<file path="src/rtl/rv32i_types_pkg.sv">
// Shared types for the out-of-order writeback path: unit ids, the buffered
// result payload and the default port counts.
package rv32i_types_pkg;

    localparam int unsigned NUM_FU_UNITS = 5;
    localparam int unsigned NUM_WB_PORTS = 2;
    localparam int unsigned CB_INDEX_W   = 4;
    localparam int unsigned UNIT_ID_W    = 3;

    typedef enum logic [UNIT_ID_W-1:0] {
        FU_ARITH,
        FU_MULT,
        FU_DIV,
        FU_LS,
        FU_VEC
    } fu_id_t;

    typedef struct packed {
        logic [CB_INDEX_W-1:0] index;
        logic [4:0]            rd;
        logic [31:0]           wdata;
        logic                  wen;
        logic                  exception;
    } wb_result_t;

    // Register write only happens for non-excepting results targeting a real register.
    function automatic logic wb_wen_qual(input wb_result_t r);
        return r.wen && !r.exception && (r.rd != '0);
    endfunction

endpackage

</file>
<file path="src/rtl/ooo_rr_picker.sv">
// Combinational k-of-n round-robin selector: scans requests from start_i,
// wrapping, and hands the first NUM_PORTS requesters to ports in scan order.
module ooo_rr_picker
    import rv32i_types_pkg::*;
#(
    parameter int unsigned NUM_REQ   = NUM_FU_UNITS,
    parameter int unsigned NUM_PORTS = 2
) (
    input  logic [NUM_REQ-1:0]                  req_i,
    input  logic [UNIT_ID_W-1:0]                start_i,
    output logic [NUM_REQ-1:0]                  grant_o,
    output logic [NUM_PORTS-1:0][UNIT_ID_W-1:0] port_id_o,
    output logic [NUM_PORTS-1:0]                port_valid_o,
    output logic [UNIT_ID_W-1:0]                last_id_o
);

    int unsigned u;
    int unsigned cnt;

    always_comb begin
        grant_o      = '0;
        port_id_o    = '0;
        port_valid_o = '0;
        last_id_o    = '0;
        u            = 0;
        cnt          = 0;
        for (int unsigned i = 0; i < NUM_REQ; i++) begin
            u = 32'(start_i) + i;
            if (u >= NUM_REQ) begin
                u = u - NUM_REQ;
            end
            if (req_i[u] && (cnt < NUM_PORTS)) begin
                grant_o[u]          = 1'b1;
                port_id_o[cnt]      = UNIT_ID_W'(u);
                port_valid_o[cnt]   = 1'b1;
                last_id_o           = UNIT_ID_W'(u);
                cnt                 = cnt + 1;
            end
        end
    end

endmodule

</file>
<file path="src/rtl/ooo_completion_arbiter.sv">
// Buffers one finished result per functional unit and drains up to
// NUM_WB_PORTS of them per cycle, round-robin, onto registered writeback ports.
module ooo_completion_arbiter
    import rv32i_types_pkg::*;
#(
    parameter int unsigned NUM_UNITS    = rv32i_types_pkg::NUM_FU_UNITS,
    parameter int unsigned NUM_WB_PORTS = rv32i_types_pkg::NUM_WB_PORTS,
    parameter int unsigned INDEX_W      = rv32i_types_pkg::CB_INDEX_W
) (
    input  logic                                   CLK,
    input  logic                                   nRST,
    input  logic                                   flush,
    input  logic [NUM_UNITS-1:0]                   done_i,
    input  logic [NUM_UNITS-1:0][INDEX_W-1:0]      index_i,
    input  logic [NUM_UNITS-1:0][4:0]              rd_i,
    input  logic [NUM_UNITS-1:0][31:0]             wdata_i,
    input  logic [NUM_UNITS-1:0]                   wen_i,
    input  logic [NUM_UNITS-1:0]                   exception_i,
    output logic [NUM_UNITS-1:0]                   stall_o,
    output logic [NUM_WB_PORTS-1:0]                wb_valid_o,
    output logic [NUM_WB_PORTS-1:0][INDEX_W-1:0]   wb_index_o,
    output logic [NUM_WB_PORTS-1:0][4:0]           wb_rd_o,
    output logic [NUM_WB_PORTS-1:0][31:0]          wb_wdata_o,
    output logic [NUM_WB_PORTS-1:0]                wb_wen_o,
    output logic [NUM_WB_PORTS-1:0]                wb_exception_o,
    output logic [NUM_WB_PORTS-1:0][UNIT_ID_W-1:0] wb_unit_o
);

    logic [NUM_UNITS-1:0]                   pending_q;
    wb_result_t                             slot_q [NUM_UNITS];
    wb_result_t                             in_res [NUM_UNITS];
    logic [UNIT_ID_W-1:0]                   rr_ptr_q;
    logic [NUM_UNITS-1:0]                   grant;
    logic [NUM_UNITS-1:0]                   accept;
    logic [NUM_WB_PORTS-1:0][UNIT_ID_W-1:0] port_id;
    logic [NUM_WB_PORTS-1:0]                port_valid;
    logic [UNIT_ID_W-1:0]                   last_id;
    wb_result_t                             sel;

    logic [NUM_WB_PORTS-1:0]                wb_valid_q, wb_valid_d;
    logic [NUM_WB_PORTS-1:0][INDEX_W-1:0]   wb_index_q, wb_index_d;
    logic [NUM_WB_PORTS-1:0][4:0]           wb_rd_q, wb_rd_d;
    logic [NUM_WB_PORTS-1:0][31:0]          wb_wdata_q, wb_wdata_d;
    logic [NUM_WB_PORTS-1:0]                wb_wen_q, wb_wen_d;
    logic [NUM_WB_PORTS-1:0]                wb_exception_q, wb_exception_d;
    logic [NUM_WB_PORTS-1:0][UNIT_ID_W-1:0] wb_unit_q, wb_unit_d;

    ooo_rr_picker #(
        .NUM_REQ   (NUM_UNITS),
        .NUM_PORTS (NUM_WB_PORTS)
    ) u_picker (
        .req_i        (pending_q),
        .start_i      (rr_ptr_q),
        .grant_o      (grant),
        .port_id_o    (port_id),
        .port_valid_o (port_valid),
        .last_id_o    (last_id)
    );

    // A granted slot drains this edge, so it is free to take a new result at once.
    always_comb begin
        stall_o = flush ? '0 : (pending_q & ~grant);
        accept  = flush ? '0 : (done_i & ~stall_o);
        for (int unsigned u = 0; u < NUM_UNITS; u++) begin
            in_res[u] = '{index: index_i[u], rd: rd_i[u], wdata: wdata_i[u],
                          wen: wen_i[u], exception: exception_i[u]};
        end
    end

    always_comb begin
        wb_valid_d     = '0;
        wb_index_d     = '0;
        wb_rd_d        = '0;
        wb_wdata_d     = '0;
        wb_wen_d       = '0;
        wb_exception_d = '0;
        wb_unit_d      = '0;
        sel            = '0;
        for (int unsigned p = 0; p < NUM_WB_PORTS; p++) begin
            if (port_valid[p]) begin
                sel               = slot_q[port_id[p]];
                wb_valid_d[p]     = 1'b1;
                wb_index_d[p]     = sel.index;
                wb_rd_d[p]        = sel.rd;
                wb_wdata_d[p]     = sel.wdata;
                wb_wen_d[p]       = wb_wen_qual(sel);
                wb_exception_d[p] = sel.exception;
                wb_unit_d[p]      = port_id[p];
            end
        end
    end

    always_ff @(posedge CLK) begin
        for (int unsigned u = 0; u < NUM_UNITS; u++) begin
            if (accept[u]) begin
                slot_q[u] <= in_res[u];
            end
        end
    end

    always_ff @(posedge CLK) begin
        if (!nRST || flush) begin
            pending_q      <= '0;
            rr_ptr_q       <= '0;
            wb_valid_q     <= '0;
            wb_index_q     <= '0;
            wb_rd_q        <= '0;
            wb_wdata_q     <= '0;
            wb_wen_q       <= '0;
            wb_exception_q <= '0;
            wb_unit_q      <= '0;
        end else begin
            pending_q      <= accept | (pending_q & ~grant);
            wb_valid_q     <= wb_valid_d;
            wb_index_q     <= wb_index_d;
            wb_rd_q        <= wb_rd_d;
            wb_wdata_q     <= wb_wdata_d;
            wb_wen_q       <= wb_wen_d;
            wb_exception_q <= wb_exception_d;
            wb_unit_q      <= wb_unit_d;
            if (|grant) begin
                rr_ptr_q <= (last_id == UNIT_ID_W'(NUM_UNITS - 1)) ? '0 : last_id + 1'b1;
            end
        end
    end

    assign wb_valid_o     = wb_valid_q;
    assign wb_index_o     = wb_index_q;
    assign wb_rd_o        = wb_rd_q;
    assign wb_wdata_o     = wb_wdata_q;
    assign wb_wen_o       = wb_wen_q;
    assign wb_exception_o = wb_exception_q;
    assign wb_unit_o      = wb_unit_q;

endmodule

</file>
<file path="config.mk">
export PLATFORM = sky130hd
export DESIGN_NAME = ooo_completion_arbiter
export DESIGN_NICKNAME = d
export VERILOG_FILES = /design/src/rtl/rv32i_types_pkg.sv /design/src/rtl/ooo_rr_picker.sv /design/src/rtl/ooo_completion_arbiter.sv
export SDC_FILE = /design/constraint.sdc
export NUM_CORES = 1
export LEC_CHECK = 0
export BUFFER_PORTS_ARGS = -buffer_cell sky130_fd_sc_hd__buf_2
export CAP_MARGIN = 40
export CORE_ASPECT_RATIO = 0.6
export CORE_UTILIZATION = 30
export DETAILED_ROUTE_END_ITERATION = 16
export SKIP_LAST_GASP = 1
export SLEW_MARGIN = 20
export SYNTH_ARGS = -nofsm -noshare
export SYNTH_HDL_FRONTEND = slang
export SYNTH_HIERARCHICAL = 1
export SYNTH_SLANG_ARGS = --single-unit
</file>
<file path="constraint.sdc">
create_clock -name CLK -period 8.6 [get_ports CLK]
set_clock_uncertainty 0.05 [all_clocks]
set_input_delay 0 -clock CLK [delete_from_list [all_inputs] [get_ports CLK]]
set_output_delay 0 -clock CLK [all_outputs]
set_load 0.05 [all_outputs]
</file>
==> impl_summary.log, run 1 <==
INFO  metric status = finished clean
INFO  metric synth-async-reset-ratio = 0%
INFO  metric track_usage = 20.3%
INFO  metric ff2ff_path_depth = 28
INFO  metric yosys.area_share.xor_xnor = less than 1%
INFO  metric drt_pass1_iterations = 5
INFO  metric max_stage_delay = 0.58 ns
INFO  metric crit_path_start_kind = register
INFO  metric global_placer_s_final_weighted_congestion = 1.01
INFO  metric finalHoldViolCount = 0
INFO  metric remaining_drc_errors = 0
INFO  metric drive_gt1_share = between 30% and 40%
INFO  metric final_max_slew_viol_count = 0
INFO  metric worst_skew_pair.late_latency = just over 0.6 ns
INFO  metric postCtsSetupRepairBufs = 0
INFO  metric synth_top_flop_cell = sky130_fd_sc_hd__edfxtp_1
INFO  metric static-leakage-power = around 8.0 nW
INFO  metric syn-num-nets = ~1.3k
INFO  metric placeableCoreArea = 46900 um^2
INFO  metric fillCellCount = around 4.3k
INFO  metric vias = about 11k
INFO  metric yosys.area_share.adder = between 2 and 2.5%
INFO  metric critPathSlowestCell = sky130_fd_sc_hd__a21oi_1
INFO  metric power_per_cell_area = 334 nW/um^2
INFO  metric final_min_period_over_clock_period = a little over four fifths
INFO  metric synth-compound-area-share = between 8 and 9%
INFO  metric setup.worst_path.start = rr_ptr_q[1]
INFO  metric timing_worst_slew_pin_value = 0.777 ns
INFO  metric pre_cts_slack = about 1.4 ns
INFO  metric period_needed = 7.26 ns
INFO  metric netlist.area_leader.share = between 40% and 50%
INFO  metric timing.critical_path.arrival = 7.66 ns
INFO  metric drt-total-wl = between 50000 and 60000 um
INFO  metric cts_tree = built
INFO  metric max-vdd-ir-drop = around 0.24 mV
INFO  metric cts.sinks = between 300 and 400
INFO  metric timing.final.setup_violations = 0
INFO  metric max-slew-margin-rel = between 40% and 50%
INFO  metric final-instance-count-excl-fill = approximately 2.3k
INFO  metric worst_setup_path_end_kind = register
INFO  metric antenna_cells_inserted = 0
INFO  metric detail-route-antenna-nets = 0
INFO  metric yosys_warnings = 6
INFO  metric chipHeight = 172 um
INFO  metric reg2reg_setup_slack = 1.34 ns
INFO  metric numPlacedInstances = around 2.0k
INFO  metric finalWorstSetupSlack = between 1 and 1.5 ns
INFO  metric port_buffers = around 320
INFO  metric crit_fanout = 11
INFO  metric cts_made_buffers = 31
INFO  metric gr-total-overflow = 0
INFO  metric grt_antenna_before_repair = 1
INFO  metric seq_area_frac_synth = a little under 60%
INFO  metric postSynthCellCount = approximately 1.1k
INFO  metric max_buffers_root_to_sink = 3
INFO  metric max_cap_violations = 0
INFO  metric synthSimpleGateAreaFrac = about a tenth
INFO  metric synthDominantAreaCellType = sky130_fd_sc_hd__edfxtp_1
INFO  metric rsz0062_at_grt = false
INFO  metric syn_avg_cell_area = between 10 and 15 um^2
INFO  metric initial_utilization = ~31%
INFO  metric edff_count_synth = around 220
INFO  metric dr.first_iter.drc_count = roughly 900
INFO  metric cts_root_buf = sky130_fd_sc_hd__clkbuf_16
INFO  metric horizontal_extent_of_the_die = approximately 290 um
INFO  metric required = 9.00 ns
INFO  metric io_pins = 322
INFO  metric global_route_wire_length_before_repair = ~73000 um
INFO  metric grt_start_max_net_pins = 44
INFO  metric crit-reg2reg-launch = rr_ptr_q[1]
INFO  metric ys_ff_latch = ~320
INFO  metric hp-class = primary input to register
INFO  metric wl_per_cell = 22.4 um
INFO  metric number_of_placement_rows = slightly above 60
INFO  metric crit-reg2reg-capture = wb_wen_o[0]
INFO  metric grt_pass1_vias = between 10k and 15k
INFO  metric yosys-top-cells-area = sky130_fd_sc_hd__edfxtp_1 (45%), sky130_fd_sc_hd__dfxtp_1 (14%), sky130_fd_sc_hd__mux4_2 (11%)
INFO  metric clkSlewWorstSetupHoldPaths = roughly 0.080 ns
INFO  metric cpMostUsedCell = sky130_fd_sc_hd__buf_4
INFO  metric maxClockFrequency = 138 MHz
INFO  metric critical_path_class = register to register
INFO  metric die_area = 49000 um^2
INFO  metric cts_htree_levels = 1
INFO  metric cp-endpoint = wb_wen_o[0]
INFO  metric synth.cell_area = approximately 14000 um^2
INFO  metric post_layout_nets = between 1.5k and 2k
INFO  metric hpwlAfterDp = between 30000 and 40000 um
INFO  metric synth.area.mux_share = between 15 and 20%
INFO  metric post_synth_num_cell_types = 78
INFO  metric worst_hold_start = rd_i[4]
INFO  metric dominant_combinational_cell_family_by_area_after_synthesis = multiplexers
INFO  metric setup_tns = 0 ns
INFO  metric vias_per_cell = about 5.0
INFO  metric syn2layout_area_growth = 41.5%
## Yosys cell counts, types with 16 or more instances
cell type	instances
sky130_fd_sc_hd__ha_1	22
sky130_fd_sc_hd__mux2i_1	70
sky130_fd_sc_hd__inv_1	25
sky130_fd_sc_hd__mux4_2	69
sky130_fd_sc_hd__buf_2	16
sky130_fd_sc_hd__edfxtp_1	215
sky130_fd_sc_hd__a21oi_1	67
sky130_fd_sc_hd__nor2b_1	16
sky130_fd_sc_hd__o21ai_0	17
sky130_fd_sc_hd__clkbuf_1	20
sky130_fd_sc_hd__nand2_1	111
sky130_fd_sc_hd__dfxtp_1	102
sky130_fd_sc_hd__nand2b_1	19
sky130_fd_sc_hd__nor2_1	76
## state kept, by name, indices dropped and copies added, names as in the netlist
register and cells:
slot_q 215, wb_rd_o 10, wb_valid_o 2, rr_ptr_q 3, pending_q 5, wb_index_o 8
wb_unit_o 6, wb_exception_o 2, wb_wen_o 2, wb_wdata_o 64
## layout by cell type, fill, tap and decap left out, drive strengths merged, types with 4 or more instances in the layout
master	n
a2111oi	4
a211oi	12
a21o	4
a21oi	67
a31oi	10
and2	7
and3	9
buf	359
bufinv	6
clkbuf	39
clkinv	12
dfxtp	102
dlygate4sd3	226
edfxtp	215
ha	22
inv	28
mux2	7
mux2i	70
mux4	76
nand2	112
nand2b	19
nand3	14
nor2	77
nor2b	16
nor3	14
nor3b	7
o21ai	23
o22ai	13
o31ai	8
o32ai	4
or2	5
or3	4
xnor2	4
## critical path, delay by kind of cell (launching register included)
| family | cells | cell delay [ns] |
|---|---|---|
| AO/OA/AOI/OAI | 7 | 2.35 |
| buffers and inverters | 9 | 1.74 |
| adder cells (fa/ha/maj) | 4 | 1.12 |
| XOR/XNOR | 2 | 0.76 |
| AND/OR/NAND/NOR | 5 | 0.54 |
| flip-flops | 1 | 0.30 |
| multiplexers | 1 | 0.21 |
## area by class of cell
cell class                      count  area [um^2]  share of cell area (%)
Inverter                           28          105                   0.515
Multi-Input combinational cell    657         5600                    27.5
Sequential cell                   317         8500                    41.7
Clock buffer                       39          867                    4.25
Clock inverter                     19          299                    1.47
Tap cell                          630          788                    3.86
Timing Repair Buffer              585         4240                    20.8
## repair_timing
action | in CTS | in global routing
hold buffers | 226 | 0
endpoints found under the hold margin | 313 | 0
gates resized for setup | 0 | 0
endpoints found under the setup margin | 0 | 0
## through the flow
stage	util [%]	hold slack, ns	power [mW]	cell area [um^2]
detailed placement	36.2	0.128	5.20	17000
finish	43.5	0.0471	6.81	20400
floorplan	-	0.0489	4.24	14400
global route	43.5	0.0228	7.13	20400
global placement	36.2	0.127	5.19	17000
CTS	43.5	0.00706	6.84	20400
## logic make-up after synthesis
group / after synthesis
multiplexers: 153
AO/OA/AOI/OAI: 184
AND/OR/NAND/NOR: 293
buffers and inverters: 85
XOR/XNOR: 4
adder cells (fa/ha/maj): 23
flip-flops: 317
## metal layers
metal | routed length (um) | track usage [%] | share of wire, %
met1 | 21700 | 27.0 | 42
met2 | 23600 | 32.8 | 46
met3 | 3840 | 3.82 | 7.5
met4 | 1920 | 7.70 | 3.8
met5 | 0 | 0 | 0
## worst min-delay path by stage
stage / depth (start not counted) / slack [ns] / endpoint
3_3_place_gp: 1 / 0.13 / slot_q[3][23]
3_5_place_dp: 1 / 0.13 / slot_q[3][22]
2_1_floorplan: 0 / 0.05 / slot_q[0][0]
4_1_cts: 2 / 0.007 / slot_q[2][18]
6_report: 2 / 0.05 / slot_q[0][38]
5_1_grt: 2 / 0.02 / slot_q[3][20]
## power breakdown
part	total (mW)	switching, mW	internal, mW
sequential	1.90	0.0811	1.82
clock	1.54	0.634	0.907
combinational	3.36	2.12	1.24
total	6.81	2.83	3.97
No activity file was read; power rests on OpenSTA's default activity.
==> run 2, diff against run 1 <==
==> constraint.sdc (replaced) <==
create_clock -name CLK -period 7.05 [get_ports CLK]
set_clock_uncertainty 0.05 [all_clocks]
set_input_delay 0 -clock CLK [delete_from_list [all_inputs] [get_ports CLK]]
set_output_delay 0 -clock CLK [all_outputs]
set_load 0.05 [all_outputs]
==> run 2 against run 1 <==
Routed wire length increased by 0.98%. Die area unchanged. Critical path type unchanged. Flip-flop and latch count unchanged. Sequential power increased by 22%. Critical path depth decreased by 3. Sequential share of layout area decreased by 0.24 points.
==> impl_summary.log, run 2 (synthesized netlist as in run 1, its figures left out) <==
INFO  metric max_flop_register = slot_q
INFO  metric number_of_placement_rows = 61 (unchanged)
INFO  metric remaining_drc_errors = 0 (unchanged)
INFO  metric crit-reg2reg-launch = rr_ptr_q[1]
INFO  metric largest_register_ffs = 215 (unchanged)
INFO  metric timing_worst_slew_pin_value = 1.00 ns (+0.226 ns)
INFO  metric timing.final.setup_violations = 0 (unchanged)
INFO  metric grt_start_max_net_pins = 44 (unchanged)
INFO  metric finalHoldViolCount = 0 (unchanged)
INFO  metric worst_setup_path_end_kind = register
INFO  metric utilization_after_layout = 43.8% (+0.26 points)
INFO  metric max-slew-margin-rel = 33.1% (-15 points)
INFO  metric track_usage = 20.5% (+0.22 points)
INFO  metric vias_per_cell = 4.99 (-1.0%)
INFO  metric syn2layout_area_growth = 42.3%
INFO  metric cts_root_buf = sky130_fd_sc_hd__clkbuf_16
INFO  metric cts.sinks = 317 (unchanged)
INFO  metric wl_per_cell = 22.4 um (+0.19%)
INFO  metric pre_cts_slack = 0.463 ns (-0.971 ns)
INFO  metric final_min_period_over_clock_period = 91.8% (+7.4 points)
INFO  metric power = 8.31 mW (+22%)
INFO  metric static-leakage-power = 8.03 nW (+0.33%)
INFO  metric ff2ff_path_depth = 25 (-11%)
INFO  metric detail-route-antenna-nets = 0 (unchanged)
INFO  metric hp-class = primary input to register
INFO  metric horizontal_extent_of_the_die = 285 um (unchanged)
INFO  metric drive_gt1_share = 31.8% (+0.32 points)
INFO  metric port_buffers = 321 (unchanged)
INFO  metric power_per_cell_area = 405 nW/um^2 (+21%)
INFO  metric rsz0062_at_grt = false
INFO  metric worst_skew_pair.late_latency = 0.61 ns (about the same)
INFO  metric period_needed = 6.47 ns (-0.788 ns)
INFO  metric drt_pass1_iterations = 5 (unchanged)
INFO  metric cts_made_buffers = 31 (unchanged)
INFO  metric max_buffers_root_to_sink = 3 (unchanged)
INFO  metric drt-total-wl = 51500 um (+0.98%)
INFO  metric finalWorstSetupSlack = 0.577 ns (-0.762 ns)
INFO  metric post_layout_nets = 1881 (+0.80%)
INFO  metric crit-reg2reg-capture = wb_wen_o[1]
INFO  metric maxClockFrequency = 154 MHz (+12%)
INFO  metric layout.cells.most_common = sky130_fd_sc_hd__buf_2
INFO  metric global_route_wire_length_before_repair = 73800 um (+0.82%)
INFO  metric chipHeight = 172 um (unchanged)
INFO  metric worst_hold_start = flush
INFO  metric final_cell_mix = sky130_fd_sc_hd__buf_2 (322), sky130_fd_sc_hd__dlygate4sd3_1 (226), sky130_fd_sc_hd__edfxtp_1 (215), sky130_fd_sc_hd__nand2_1 (111), sky130_fd_sc_hd__dfxtp_1 (102)
INFO  metric grt_pass1_vias = 11.7k (+0.58%)
INFO  metric timing.critical_path.arrival = 6.88 ns (-0.78 ns)
INFO  metric initial_utilization = 30.8% (unchanged)
INFO  metric required = 7.46 ns (-1.54 ns)
INFO  metric final_max_slew_viol_count = 0 (unchanged)
INFO  metric whs_endpoint = slot_q[0][17]
INFO  metric status = finished clean
INFO  metric grt_antenna_before_repair = 2 (+1)
INFO  metric clkSlewWorstSetupHoldPaths = 0.08 ns (about the same)
INFO  metric critical_path_class = register to register
INFO  metric dr.first_iter.drc_count = 799 (-10%)
INFO  metric die_area = 49000 um^2 (unchanged)
INFO  metric io_pins = 322 (unchanged)
INFO  metric cts_htree_levels = 1 (unchanged)
INFO  metric max_cap_violations = 0 (unchanged)
INFO  metric max-vdd-ir-drop = 0.273 mV (+15%)
INFO  metric hpwlAfterDp = 35300 um (+1.8%)
INFO  metric crit_path_start_kind = register
INFO  metric postCtsSetupRepairBufs = 0 (unchanged)
INFO  metric placeableCoreArea = 46900 um^2 (unchanged)
INFO  metric global_placer_s_final_weighted_congestion = 0.985 (-2.9%)
INFO  metric crit_fanout = 22 (+11)
INFO  metric gr-total-overflow = 0 (unchanged)
INFO  metric vias = 11.4k (-0.23%)
INFO  metric timing.hold.worst_path_depth = 2 (unchanged)
INFO  metric cts_tree = built
INFO  metric reg2reg_setup_slack = 0.58 ns (-0.76 ns)
[run 2: changes by cell type in the layout (fill, tap and decap cells not counted), moves of 2 or more]
| cell | previous run | this run |
|---|---|---|
| sky130_fd_sc_hd__diode_2 | 0 | 3 |
| sky130_fd_sc_hd__nor3b_4 | 3 | 5 |
| sky130_fd_sc_hd__clkinv_4 | 4 | 2 |
| sky130_fd_sc_hd__buf_12 | 7 | 15 |
| sky130_fd_sc_hd__buf_4 | 31 | 37 |
| sky130_fd_sc_hd__clkinv_1 | 3 | 7 |
| sky130_fd_sc_hd__clkbuf_8 | 4 | 0 |
| sky130_fd_sc_hd__clkbuf_1 | 3 | 5 |
| sky130_fd_sc_hd__clkinvlp_4 | 1 | 4 |
| sky130_fd_sc_hd__nor3b_2 | 2 | 0 |
[run 2: layer usage]
layer	track usage, %	vias up	part of all wire (%)
met5	0	-	0
met4	6.14	0	3.0
met3	3.58	86	6.2
met2	33.2	480	46
met1	28.0	5657	45
li1	-	5214	-
[run 2: worst max-delay path by stage]
stage	startpoint	cells after the start	endpoint
6_report	rr_ptr_q[1]	25	wb_wen_o[1]
5_1_grt	rr_ptr_q[1]	25	wb_wen_o[1]
4_1_cts	rr_ptr_q[1]	27	wb_wen_o[0]
3_5_place_dp	rr_ptr_q[1]	27	wb_wen_o[0]
3_3_place_gp	rr_ptr_q[1]	25	wb_wen_o[1]
2_1_floorplan	rr_ptr_q[0]	25	slot_q[3][0]
[run 2: layout make-up]
class | instances | area [um^2]
clock buffer | 36 | 795
antenna | 3 | 7.51
tap | 630 | 788
clock inverter | 22 | 267
timing repair buffer | 600 | 4450
inverter | 28 | 105
sequential | 317 | 8500
fill | 4281 | 26300
multi-input combinational | 657 | 5610
[run 2: worst max-delay path, stage by stage, from the launching register on]
cell and delay [ns]:
sky130_fd_sc_hd__dfxtp_1 0.32, sky130_fd_sc_hd__inv_1 0.23, sky130_fd_sc_hd__ha_1 0.27, sky130_fd_sc_hd__inv_1 0.06, sky130_fd_sc_hd__ha_1 0.21, sky130_fd_sc_hd__a21oi_2 0.35
sky130_fd_sc_hd__mux2i_1 0.49, sky130_fd_sc_hd__a21oi_1 0.08, sky130_fd_sc_hd__o22ai_1 0.23, sky130_fd_sc_hd__o21ai_1 0.23, sky130_fd_sc_hd__inv_1 0.18, sky130_fd_sc_hd__ha_1 0.27
sky130_fd_sc_hd__o21ai_0 0.18, sky130_fd_sc_hd__a31oi_1 0.25, sky130_fd_sc_hd__a21o_1 0.17, sky130_fd_sc_hd__ha_1 0.24, sky130_fd_sc_hd__nor2_1 0.10, sky130_fd_sc_hd__nand3_1 0.09
sky130_fd_sc_hd__a2111oi_2 0.34, sky130_fd_sc_hd__o21ai_1 0.18, sky130_fd_sc_hd__a221oi_4 0.43, sky130_fd_sc_hd__buf_12 0.29, sky130_fd_sc_hd__mux4_1 0.58, sky130_fd_sc_hd__nor2b_1 0.15
sky130_fd_sc_hd__o21ai_0 0.27, sky130_fd_sc_hd__a31oi_1 0.07
[run 2: what timing repair did]
action                                  CTS  global route
endpoints found under the setup margin    0           102
gates resized for setup                   0             1
hold buffers                            226             0
hold endpoints to repair                312             0
[run 2: power breakdown]
part           switching (mW)  leakage (nW)  internal, mW
clock                   0.757         0.508         0.999
combinational            2.63          4.69          1.61
sequential             0.0965          2.84          2.22
total                    3.48          8.03          4.83
[run 2: per-stage QoR]
| step | std cells | TNS, ns | area [um^2] | hold slack [ns] |
|---|---|---|---|---|
| 6_report | 2293 | 0 | 20500 | 0.0437 |
| 4_1_cts | 2290 | 0 | 20500 | 0.00774 |
| 2_1_floorplan | 1059 | -13.21 | 14400 | 0.0489 |
| 3_5_place_dp | 2006 | 0 | 17200 | 0.128 |
| 5_1_grt | 2292 | 0 | 20500 | 0.0284 |
| 3_3_place_gp | 2005 | 0 | 17200 | 0.128 |
